File: config.mk
export PLATFORM = sky130hd
export DESIGN_NAME = signed_muldiv_sched_flat
export DESIGN_NICKNAME = d
export VERILOG_FILES = /design/src/rtl/signed_muldiv_sched_pkg.sv /design/src/rtl/signed_muldiv_sched_if.sv /design/src/rtl/muldiv_sched_arb.sv /design/src/rtl/signed_mult_div.sv /design/src/rtl/signed_muldiv_sched.sv /design/src/flat_wrapper.sv
export SDC_FILE = /design/constraint.sdc
export NUM_CORES = 1
export LEC_CHECK = 0
export CAP_MARGIN = 20
export CORE_ASPECT_RATIO = 0.8
export CORE_MARGIN = 8
export CORE_UTILIZATION = 45
export CTS_CLUSTER_SIZE = 12
export DETAILED_ROUTE_END_ITERATION = 8
export HOLD_SLACK_MARGIN = 0.1
export PLACE_DENSITY = 0.77
export SLEW_MARGIN = 30
export SYNTH_ARGS = -nofsm -noshare
export SYNTH_HDL_FRONTEND = slang
export SYNTH_HIERARCHICAL = 1
export SYNTH_SLANG_ARGS = --single-unit
File: constraint.sdc
create_clock -name clk -period 15.9 [get_ports clk]
set_clock_uncertainty 0.2 [all_clocks]
set_input_delay 3.18 -clock clk [delete_from_list [all_inputs] [get_ports clk]]
set_output_delay 3.18 -clock clk [all_outputs]
set_load 0.03 [all_outputs]
File: src/rtl/signed_muldiv_sched_pkg.sv
// Shared types and widths for the signed multiply/divide scheduler.
package muldiv_sched_pkg;

    localparam int unsigned OPND_W = 8;
    localparam int unsigned RES_W  = 16;

    typedef enum logic {
        OP_MUL = 1'b0,
        OP_DIV = 1'b1
    } op_e;

    typedef enum logic [1:0] {
        IDLE = 2'd0,
        EXEC = 2'd1,
        RESP = 2'd2
    } state_e;

endpackage

File: src/rtl/signed_muldiv_sched_if.sv
// Request/response bundle between client blocks and the muldiv scheduler.
interface signed_muldiv_sched_if
    import muldiv_sched_pkg::*;
#(
    parameter int unsigned N_REQ = 4,
    parameter int unsigned ID_W  = 2
);
    logic [N_REQ-1:0]        req_valid;
    logic [N_REQ-1:0]        req_ready;
    logic [N_REQ-1:0]        req_op;
    logic [N_REQ*OPND_W-1:0] req_a;
    logic [N_REQ*OPND_W-1:0] req_b;
    logic                    rsp_valid;
    logic                    rsp_ready;
    logic [ID_W-1:0]         rsp_id;
    logic                    rsp_op;
    logic [RES_W-1:0]        rsp_result;
    logic                    rsp_dbz;
    logic                    busy;

    modport master (
        output req_valid, req_op, req_a, req_b, rsp_ready,
        input  req_ready, rsp_valid, rsp_id, rsp_op, rsp_result, rsp_dbz, busy
    );

    modport slave (
        input  req_valid, req_op, req_a, req_b, rsp_ready,
        output req_ready, rsp_valid, rsp_id, rsp_op, rsp_result, rsp_dbz, busy
    );
endinterface

File: src/rtl/muldiv_sched_arb.sv
// Request arbiter: fixed priority (index 0 highest) or, with MULDIV_SCHED_RR_EN, round-robin.
module muldiv_sched_arb #(
    parameter int unsigned N_REQ = 4,
    parameter int unsigned ID_W  = 2
) (
    input  logic             clk,
    input  logic             rst,
    input  logic [N_REQ-1:0] req_valid_i,
    input  logic             accept_i,
    output logic [N_REQ-1:0] gnt_o,
    output logic [ID_W-1:0]  gnt_idx_o
);
    logic [ID_W-1:0] ptr;
    logic [ID_W-1:0] lo_idx, hi_idx;
    logic            lo_found, hi_found;

`ifdef MULDIV_SCHED_RR_EN
    logic [ID_W-1:0] ptr_q, ptr_d;

    always_comb begin
        ptr_d = ptr_q;
        if (accept_i) begin
            ptr_d = (gnt_idx_o == ID_W'(N_REQ - 1)) ? '0 : gnt_idx_o + 1'b1;
        end
    end

    always_ff @(posedge clk) begin
        if (rst) ptr_q <= '0;
        else     ptr_q <= ptr_d;
    end

    assign ptr = ptr_q;
`else
    logic unused_arb;
    assign unused_arb = ^{clk, rst, accept_i};
    assign ptr        = '0;
`endif

    // Downward scan leaves the lowest valid index overall and the lowest at/after ptr.
    always_comb begin
        lo_idx   = '0;
        hi_idx   = '0;
        lo_found = 1'b0;
        hi_found = 1'b0;
        for (int i = N_REQ - 1; i >= 0; i--) begin
            if (req_valid_i[ID_W'(i)]) begin
                lo_found = 1'b1;
                lo_idx   = ID_W'(i);
                if (ID_W'(i) >= ptr) begin
                    hi_found = 1'b1;
                    hi_idx   = ID_W'(i);
                end
            end
        end
        gnt_idx_o = hi_found ? hi_idx : lo_idx;
        gnt_o     = lo_found ? (N_REQ'(1) << gnt_idx_o) : '0;
    end
endmodule

File: src/rtl/signed_mult_div.sv
// Combinational 8-bit signed multiplier / truncating divider with divide-by-zero flag.
module signed_mult_div
    import muldiv_sched_pkg::*;
(
    input  logic signed [OPND_W-1:0] a,
    input  logic signed [OPND_W-1:0] b,
    output logic signed [RES_W-1:0]  product,
    output logic signed [OPND_W-1:0] quotient,
    output logic                     dbz
);
    logic signed [OPND_W:0] q_wide;

    always_comb begin
        product = RES_W'(a) * RES_W'(b);
        dbz     = (b == '0);
        // One extra bit so -128/-1 yields +128 and wraps to 8'h80 on truncation.
        q_wide  = '0;
        if (!dbz) begin
            q_wide = (OPND_W+1)'(a) / (OPND_W+1)'(b);
        end
        quotient = q_wide[OPND_W-1:0];
    end
endmodule

File: src/rtl/signed_muldiv_sched.sv
// Shares one signed_mult_div among N_REQ requesters; MULDIV_SCHED_RR_EN selects round-robin.
module signed_muldiv_sched
    import muldiv_sched_pkg::*;
#(
    parameter int unsigned N_REQ = 4,
    parameter int unsigned ID_W  = 2
) (
    input  logic                  clk,
    input  logic                  rst,
    signed_muldiv_sched_if.slave  bus
);
    state_e              state_q, state_d;
    logic [OPND_W-1:0]   opa_q, opa_d, opb_q, opb_d;
    op_e                 op_q, op_d;
    logic [ID_W-1:0]     id_q, id_d;
    logic                rsp_valid_q, rsp_valid_d;
    logic [ID_W-1:0]     rsp_id_q, rsp_id_d;
    logic                rsp_op_q, rsp_op_d;
    logic [RES_W-1:0]    rsp_result_q, rsp_result_d;
    logic                rsp_dbz_q, rsp_dbz_d;
    logic                busy_q, busy_d;

    logic [N_REQ-1:0]    gnt, req_ready;
    logic [ID_W-1:0]     gnt_idx;
    logic                accept;
    logic [OPND_W-1:0]   a_sel, b_sel;
    logic                op_sel;
    logic signed [RES_W-1:0]  product;
    logic signed [OPND_W-1:0] quotient;
    logic                dbz;

    muldiv_sched_arb #(
        .N_REQ (N_REQ),
        .ID_W  (ID_W)
    ) u_arb (
        .clk         (clk),
        .rst         (rst),
        .req_valid_i (bus.req_valid),
        .accept_i    (accept),
        .gnt_o       (gnt),
        .gnt_idx_o   (gnt_idx)
    );

    signed_mult_div u_unit (
        .a        (opa_q),
        .b        (opb_q),
        .product  (product),
        .quotient (quotient),
        .dbz      (dbz)
    );

    always_comb begin
        req_ready = (state_q == IDLE && !rst) ? gnt : '0;
        accept    = |(bus.req_valid & req_ready);
        a_sel     = '0;
        b_sel     = '0;
        op_sel    = 1'b0;
        for (int i = 0; i < N_REQ; i++) begin
            a_sel  = a_sel | (bus.req_a[i*OPND_W +: OPND_W] & {OPND_W{gnt[i]}});
            b_sel  = b_sel | (bus.req_b[i*OPND_W +: OPND_W] & {OPND_W{gnt[i]}});
            op_sel = op_sel | (bus.req_op[i] & gnt[i]);
        end
    end

    always_comb begin
        state_d      = state_q;
        opa_d        = opa_q;
        opb_d        = opb_q;
        op_d         = op_q;
        id_d         = id_q;
        rsp_id_d     = rsp_id_q;
        rsp_op_d     = rsp_op_q;
        rsp_result_d = rsp_result_q;
        rsp_dbz_d    = rsp_dbz_q;
        unique case (state_q)
            IDLE: begin
                if (accept) begin
                    opa_d   = a_sel;
                    opb_d   = b_sel;
                    op_d    = op_e'(op_sel);
                    id_d    = gnt_idx;
                    state_d = EXEC;
                end
            end
            EXEC: begin
                rsp_result_d = (op_q == OP_DIV)
                             ? {{(RES_W-OPND_W){quotient[OPND_W-1]}}, quotient}
                             : product;
                rsp_dbz_d    = dbz && (op_q == OP_DIV);
                rsp_op_d     = op_q;
                rsp_id_d     = id_q;
                state_d      = RESP;
            end
            RESP: begin
                if (bus.rsp_ready) state_d = IDLE;
            end
            default: state_d = IDLE;
        endcase
        rsp_valid_d = (state_d == RESP);
        busy_d      = (state_d != IDLE);
    end

    always_ff @(posedge clk) begin
        if (rst) begin
            state_q      <= IDLE;
            opa_q        <= '0;
            opb_q        <= '0;
            op_q         <= OP_MUL;
            id_q         <= '0;
            rsp_valid_q  <= 1'b0;
            rsp_id_q     <= '0;
            rsp_op_q     <= 1'b0;
            rsp_result_q <= '0;
            rsp_dbz_q    <= 1'b0;
            busy_q       <= 1'b0;
        end else begin
            state_q      <= state_d;
            opa_q        <= opa_d;
            opb_q        <= opb_d;
            op_q         <= op_d;
            id_q         <= id_d;
            rsp_valid_q  <= rsp_valid_d;
            rsp_id_q     <= rsp_id_d;
            rsp_op_q     <= rsp_op_d;
            rsp_result_q <= rsp_result_d;
            rsp_dbz_q    <= rsp_dbz_d;
            busy_q       <= busy_d;
        end
    end

    assign bus.req_ready  = req_ready;
    assign bus.rsp_valid  = rsp_valid_q;
    assign bus.rsp_id     = rsp_id_q;
    assign bus.rsp_op     = rsp_op_q;
    assign bus.rsp_result = rsp_result_q;
    assign bus.rsp_dbz    = rsp_dbz_q;
    assign bus.busy       = busy_q;
endmodule

File: src/flat_wrapper.sv
// flat-port wrapper written by rule: the top's interface ports become plain ports
module signed_muldiv_sched_flat import muldiv_sched_pkg::*;
#(
    parameter int unsigned N_REQ = 4,
    parameter int unsigned ID_W  = 2
)
  (clk, rst, bus_req_valid, bus_req_op, bus_req_a, bus_req_b, bus_rsp_ready, bus_req_ready, bus_rsp_valid, bus_rsp_id, bus_rsp_op, bus_rsp_result, bus_rsp_dbz, bus_busy);
  signed_muldiv_sched_if #(.N_REQ(N_REQ), .ID_W(ID_W)) bus_i ();
  input  logic clk;
  input  logic rst;
  input wire logic [$bits(bus_i.req_valid)-1:0] bus_req_valid;
  input wire logic [$bits(bus_i.req_op)-1:0] bus_req_op;
  input wire logic [$bits(bus_i.req_a)-1:0] bus_req_a;
  input wire logic [$bits(bus_i.req_b)-1:0] bus_req_b;
  input wire logic [$bits(bus_i.rsp_ready)-1:0] bus_rsp_ready;
  output wire logic [$bits(bus_i.req_ready)-1:0] bus_req_ready;
  output wire logic [$bits(bus_i.rsp_valid)-1:0] bus_rsp_valid;
  output wire logic [$bits(bus_i.rsp_id)-1:0] bus_rsp_id;
  output wire logic [$bits(bus_i.rsp_op)-1:0] bus_rsp_op;
  output wire logic [$bits(bus_i.rsp_result)-1:0] bus_rsp_result;
  output wire logic [$bits(bus_i.rsp_dbz)-1:0] bus_rsp_dbz;
  output wire logic [$bits(bus_i.busy)-1:0] bus_busy;
  assign bus_i.req_valid = bus_req_valid;
  assign bus_i.req_op = bus_req_op;
  assign bus_i.req_a = bus_req_a;
  assign bus_i.req_b = bus_req_b;
  assign bus_i.rsp_ready = bus_rsp_ready;
  assign bus_req_ready = bus_i.req_ready;
  assign bus_rsp_valid = bus_i.rsp_valid;
  assign bus_rsp_id = bus_i.rsp_id;
  assign bus_rsp_op = bus_i.rsp_op;
  assign bus_rsp_result = bus_i.rsp_result;
  assign bus_rsp_dbz = bus_i.rsp_dbz;
  assign bus_busy = bus_i.busy;
  signed_muldiv_sched #(.N_REQ(N_REQ), .ID_W(ID_W)) u_core (.clk(clk), .rst(rst), .bus(bus_i));
endmodule
### Word level (Yosys, flattened, before mapping)

Cells that the tools add are included.

| storage, ports and cells | value |
|---|---|
| register bits after elaboration | 43 |
| bits of input ports | 75 |
| output and inout bits | 26 |

| cells by class | value |
|---|---|
| multipliers | 1 |
| divide/modulo/power cells | 1 |
| eq/ne operators | 3 |
| shift-type cells | 1 |
| mux-type cells | 11 |
| bitwise operators | 22 |
| reductions and logical operators | 8 |

Operators with widths:

| kind | count |
|---|---|
| $and A8 B8 Y8 | 8 |
| $or A8 B8 Y8 | 6 |
| $mul A8 B8 Y16 | 1 |
| $mux W16 | 1 |
| $div A9 B9 Y9 | 1 |
| $logic_not A8 Y1 | 1 |
| $mux W2 | 4 |
| $mux W4 | 2 |
| $mux W8 | 1 |
| $pmux W2 S3 | 1 |
| $and A1 B1 Y1 | 4 |
| $and A4 B4 Y4 | 1 |
| $eq A2 B2 Y1 const B | 2 |
| $reduce_or A4 Y1 | 1 |
| $shl A1 B2 Y4 const A | 1 |
| $or A1 B1 Y1 | 3 |
| $eq A2 B1 Y1 const B | 1 |
| $logic_and A1 B1 Y1 | 2 |
| $logic_not A2 Y1 | 1 |
| $mux W1 | 2 |
| $reduce_and A2 Y1 | 1 |
| $reduce_bool A2 Y1 | 1 |
| $logic_not A1 Y1 | 1 |

### Logic depth before layout (Yosys ltp)

| logic depth | value |
|---|---|
| depth after elaboration | 10 |
| gate-level depth with buffers | 73 |
| mapped depth without buffers | 68 |

### Hierarchy

Netlist, hierarchy kept.

By module, submodules not included:

| module | times used | cells each | area an instance (um^2) | sequential area each (um^2) |
|---|---|---|---|---|
| signed_mult_div | 1 | 640 | 5048.6 | 0.0 |
| signed_muldiv_sched | 1 | 211 | 2042.0 | 860.8 |
| muldiv_sched_arb | 1 | 7 | 45.0 | 0.0 |

### Worst setup path before layout

Ideal clock, no wire load.

| timing path | value |
|---|---|
| path type | register to register |
| from | register u_core.opb_q[0] |
| to | register u_core.rsp_result_q[13], in the netlist u_core/bus.rsp_result[13] |
| library setup time | 140 ps |
| data arrival time | 13680 ps |
| setup slack | 1880 ps |
| cell stages (with the launch flop) | 61 |
| path buffers | 5 |
| clock period less this slack | 14020 ps |
| cell sequence | dfxtp_1 clkbuf_1 inv_1 ha_1 or3b_2 nor4_1 and3b_1 nor2_1 nand2_1 nand2_1 o21ai_0 ha_1 o21a_1 o21ai_0 nand2_1 a31o_2 and2_1 ha_1 [... 25 more ...] nor2b_1 o21ai_0 a21boi_0 o41ai_1 nand2_1 inv_1 clkbuf_1 nor3_1 a221o_1 ha_1 o21a_1 o21ai_0 nor2_1 a211oi_1 a41oi_1 mux2i_1 a21oi_1 a211oi_1 |

| on the way | value |
|---|---|
| longest elaborated chain between the ends | 3 |
| elaborated cells on any way between the ends | 5 |
| those cells by class | mul (1); div (1); mux (2); reduce/logical (1) |

Ends and longest elaborated chain:

| element | RTL line | text |
|---|---|---|
| start, declared | signed_muldiv_sched.sv:13 | `logic [OPND_W-1:0] opa_q, opa_d, opb_q, opb_d;` |
| start signal, assigned | signed_muldiv_sched.sv:119 | `opb_q <= opb_d;` |
| $div A9 B9 Y9 / $logic_not A8 Y1 (equally long branches) | signed_mult_div.sv:19, signed_mult_div.sv:15 |  |
| $mux W8 (*) | signed_mult_div.sv:18 | `if (!dbz) begin` |
| net u_core.quotient[7] | signed_muldiv_sched.sv:29 | `logic signed [OPND_W-1:0] quotient;` |
| $mux W16 (*) | signed_muldiv_sched.sv:87 | `? {{(RES_W-OPND_W){quotient[OPND_W-1]}}, quotient}` |
| end signal, assigned | signed_muldiv_sched.sv:125 | `rsp_result_q <= rsp_result_d;` |
| end, declared | signed_muldiv_sched.sv:19 | `logic [RES_W-1:0] rsp_result_q, rsp_result_d;` |

The timed path passes the listed nets; every way through them passes the cells marked *.
A chain may end at the register's enable or synchronous reset.

### Worst setup path in the final report

| timing path | value |
|---|---|
| from | register u_core.opb_q[0] |
| to | register u_core.rsp_result_q[5], in the netlist u_core/bus.rsp_result[5] |

Same word-level chain as after synthesis.

==> key figures <==
Critical path
  • Crit path max-delay cell type: dfxtp_1
  • Reg2reg start: u_core/opb_q[0]$_SDFFE_PP0P_
  • Critical R2R Capture: u_core/bus.rsp_result[5]$_SDFFE_PP0P_
  • Depth of the most critical reg-to-reg path: 61
  • Most frequent cell on the critical path: ha_1
  • First element of the critical path: u_core/opb_q[0]$_SDFFE_PP0P_
  • WP data required: 15900 ps
  • Crit-path max FO: 14
  • Crit. End Element: flip-flop
  • Critical path destination: u_core/bus.rsp_result[5]$_SDFFE_PP0P_
  • Type of element launching the critical path: flip-flop
  • Classification of the worst setup path: flip-flop to flip-flop
  • Slack of the worst reg-to-reg path: 1130 ps
  • Data arrival time at the worst-slack endpoint: 14770 ps
  • Crit-path max cell delay: 620 ps

Synth
  • Post-synth design cell area: 7140 sq um
  • Flops & latches, synth: 43
  • Library cell with the largest summed area after synthesis: fa_1
  • Post-synthesis average cell area: 8.32 sq um
  • Count of different cell masters after synthesis: 71
  • Proportion of synthesized chip area in sequential cells: 12.1%
  • Number of enable flip-flop cells after synthesis: 0
  • Compound-cell area share of the yosys netlist: 18.9%
  • Synth Area in Adders: 29.5%
  • Synth top area cells: fa_1, ha_1, dfxtp_1
  • Largest family of logic cells by synthesized area: adder cells
  • Share of flip-flops with an asynchronous set or reset: 0%
  • Cells after Synth: 858
  • Main synth FF type: dfxtp_1
  • Post-Synth XOR/XNOR Area: 5.16%
  • Area share of the largest cell type after synthesis: 15.4%
  • Portion of netlist area occupied by mux cells: 6.47%
  • Fraction of the mapped netlist area in simple logic gates: 20.4%
  • Synthesis warning total: 6

Floorplanning
  • Die span in y: 129 um
  • I/O pin count: 101
  • FP Rows: 41
  • Effective utilization at floorplan: 45.6%
  • Die Footprint: 20200 sq um
  • Core Box Area: 15600 sq um
  • Horiz. Die Dim: 157 um

Flow run
  • Max-cap violation count: 0

Timing
  • Final Max Slew Viols: 0
  • Pin slew with the least headroom to its limit: 906 ps
  • Worst relative slew slack: 39.5%
  • Final Hold Vio Count: 0
  • Final cycle utilization of the critical path: 92.9%
  • Total negative slack for setup checks: 0 ps
  • Final critical path time including I/O delays and setup: 14770 ps
  • Unrepaired setup endpoints after global routing: no
  • Final Setup Violations: 0
  • FMAX: 67.7 MHz

Routing
  • Wirelength, routed: 20200 um
  • Drt first pass iters: 6
  • DR vias/cell: 5.81
  • Detail-routed net length per standard cell: 17.4 um
  • Drt initial violations: 648
  • Remaining antenna violation count after routing: 0
  • Vias: 6744
  • Count of unresolved DRC violations after routing: 0

GRT
  • Global-route wire length before repair: 33300 um
  • Initial antenna violation count: 0
  • Vias in the first global route: 6674
  • Overall Global Routing Usage: 20.4%
  • Pin count of the biggest net entering global routing: 43
  • GRT overflow: 0

Min path
  • WHS Path Cells: 2
  • Type of the worst min-delay path: flip-flop to flip-flop

Layout
  • Antenna fix cells: 0
  • Core occupancy in the finished layout: 55.0%
  • Final Cell Area: 8600 sq um
  • Number of nets in the finished design: 1155
  • Proportion of layout cells with a drive suffix above 1: 8.14%
  • Growth of design area from synthesis to finish: 20.5%
  • Count of placed standard cells in the final layout, fillers left out: 1161

Clock tree
  • Num CTS Buffers: 5
  • Clock tree from TritonCTS: done
  • Number of buffers on the longest clock path: 2
  • Latest clock arrival within the worst-skew pair: 290 ps
  • CTS clock-pin slew for the worst setup and hold paths: 70 ps
  • Sink count of the clock tree: 43
  • Root cell of the clock tree: clkbuf_16
  • H-tree levels: 2

Placement
  • Placed cell count: 1151
  • Post-detailed-placement half-perimeter wirelength: 16300 um
  • Port bufs: 98
  • Area after detailed placement: 8360 sq um
  • Routability cong.: 0.926

Run status
  • Run status: finished, final reports clean
[how the worst min path moves through the flow]
| stage | from | endpoint | slack (ps) |
|---|---|---|---|
| final | u_core/id_q[0]$_SDFFE_PP0P_ | u_core/bus.rsp_id[0]$_SDFFE_PP0P_ | 250 |
| after floorplan | u_core/id_q[0]$_SDFFE_PP0P_ | u_core/bus.rsp_id[0]$_SDFFE_PP0P_ | 230 |
| after detailed placement | u_core/id_q[0]$_SDFFE_PP0P_ | u_core/bus.rsp_id[0]$_SDFFE_PP0P_ | 240 |
| after CTS | u_core/id_q[1]$_SDFFE_PP0P_ | u_core/bus.rsp_id[1]$_SDFFE_PP0P_ | 250 |
| after global placement | u_core/id_q[1]$_SDFFE_PP0P_ | u_core/bus.rsp_id[1]$_SDFFE_PP0P_ | 240 |
| after global routing | u_core/id_q[1]$_SDFFE_PP0P_ | u_core/bus.rsp_id[1]$_SDFFE_PP0P_ | 270 |
[final cells by class]
| class | instances | area, sq um |
|---|---|---|
| Timing Repair Buffer | 125 | 1180 |
| Fill cell | 1428 | 7050 |
| Inverter | 81 | 308 |
| Sequential cell | 43 | 861 |
| Clock buffer | 5 | 125 |
| Multi-Input combinational cell | 689 | 5810 |
| Tap cell | 215 | 269 |
| Clock inverter | 3 | 43.8 |
[what timing repair did]
| action | CTS | global route |
|---|---|---|
| resized for setup | 0 | 12 |
| setup endpoints to repair | 0 | 16 |
| buffers inserted | 0 | 2 |
| hold buffers | 0 | 0 |
[cell usage in the layout, fill, tap and decap left out, types with 3 or more instances in the layout]
master,instances
nand2b_1,38
mux2_2,13
or3_1,6
nor3b_1,3
xor2_1,14
a221oi_1,17
a22o_1,19
nand3_1,10
fa_1,55
or2_2,4
a41oi_1,5
a21oi_1,30
nor3_1,22
and3_1,5
and2_1,41
nand4_1,3
o2111ai_1,3
clkdlybuf4s50_1,98
o21ai_0,19
ha_1,80
o21a_1,12
mux2i_1,29
a31oi_1,5
o31ai_1,7
nor2b_1,9
clkbuf_16,5
nand2_1,67
conb_1,5
dfxtp_1,43
xnor2_1,28
nor2_1,54
inv_1,79
buf_4,26
a211oi_1,24
a21boi_0,3
a21o_1,8
o211ai_1,4
[sequential cells by signal, indices dropped and copies added, names as in the netlist]
| register | count |
|---|---|
| u_core/bus.rsp_dbz | 1 |
| u_core/bus.rsp_op | 1 |
| u_core/op_q | 1 |
| u_core/opa_q | 8 |
| u_core/opb_q | 8 |
| u_core/state_q | 2 |
| u_core/bus.rsp_id | 2 |
| u_core/bus.busy | 1 |
| u_core/bus.rsp_result | 16 |
| u_core/bus.rsp_valid | 1 |
| u_core/id_q | 2 |
[synth_stat cells, drive strengths merged (25+ instances only)]
cell     n
clkbuf  30
dfxtp   43
fa      55
a21oi   31
mux2i   30
and2    41
xnor2   28
a211oi  25
inv     81
ha      80
nor2    54
nand2   67
nand2b  38
[worst max-delay path, delay by kind of cell (launching register included)]
family	cells	cell delay, ps
AOI/OAI and AO/OA	24	5690
xor gates and xnor gates	1	240
adders and majority gates	9	2670
buffers and inverters	6	1230
DFF	1	620
muxes	4	1120
and+or+nand+nor	17	2890
[metrics by stage]
| stage | setup WS [ps] | hold slack, ps |
|---|---|---|
| floorplan | 1880 | 227 |
| global placement | 807 | 236 |
| detailed placement | 339 | 240 |
| CTS | 212 | 250 |
| global route | 87.5 | 274 |
| finish | 1130 | 248 |
[metal layers]
layer	part of all wire, %	global-route usage [%]
met2	44	31.7
met3	11	5.73
met5	0	0
met4	1.5	4.40
met1	44	27.6
[cell families after synthesis]
logic type	Yosys count
other	3
XOR/XNOR	42
AND/OR/NAND/NOR	279
adder cells (fa/ha/maj)	135
multiplexers	44
flip-flops	43
buffers and inverters	128
AO/OA/AOI/OAI	184
Power is not shown: default switching activity piles up to over one toggle a cycle in this logic, so the estimate is an artifact.
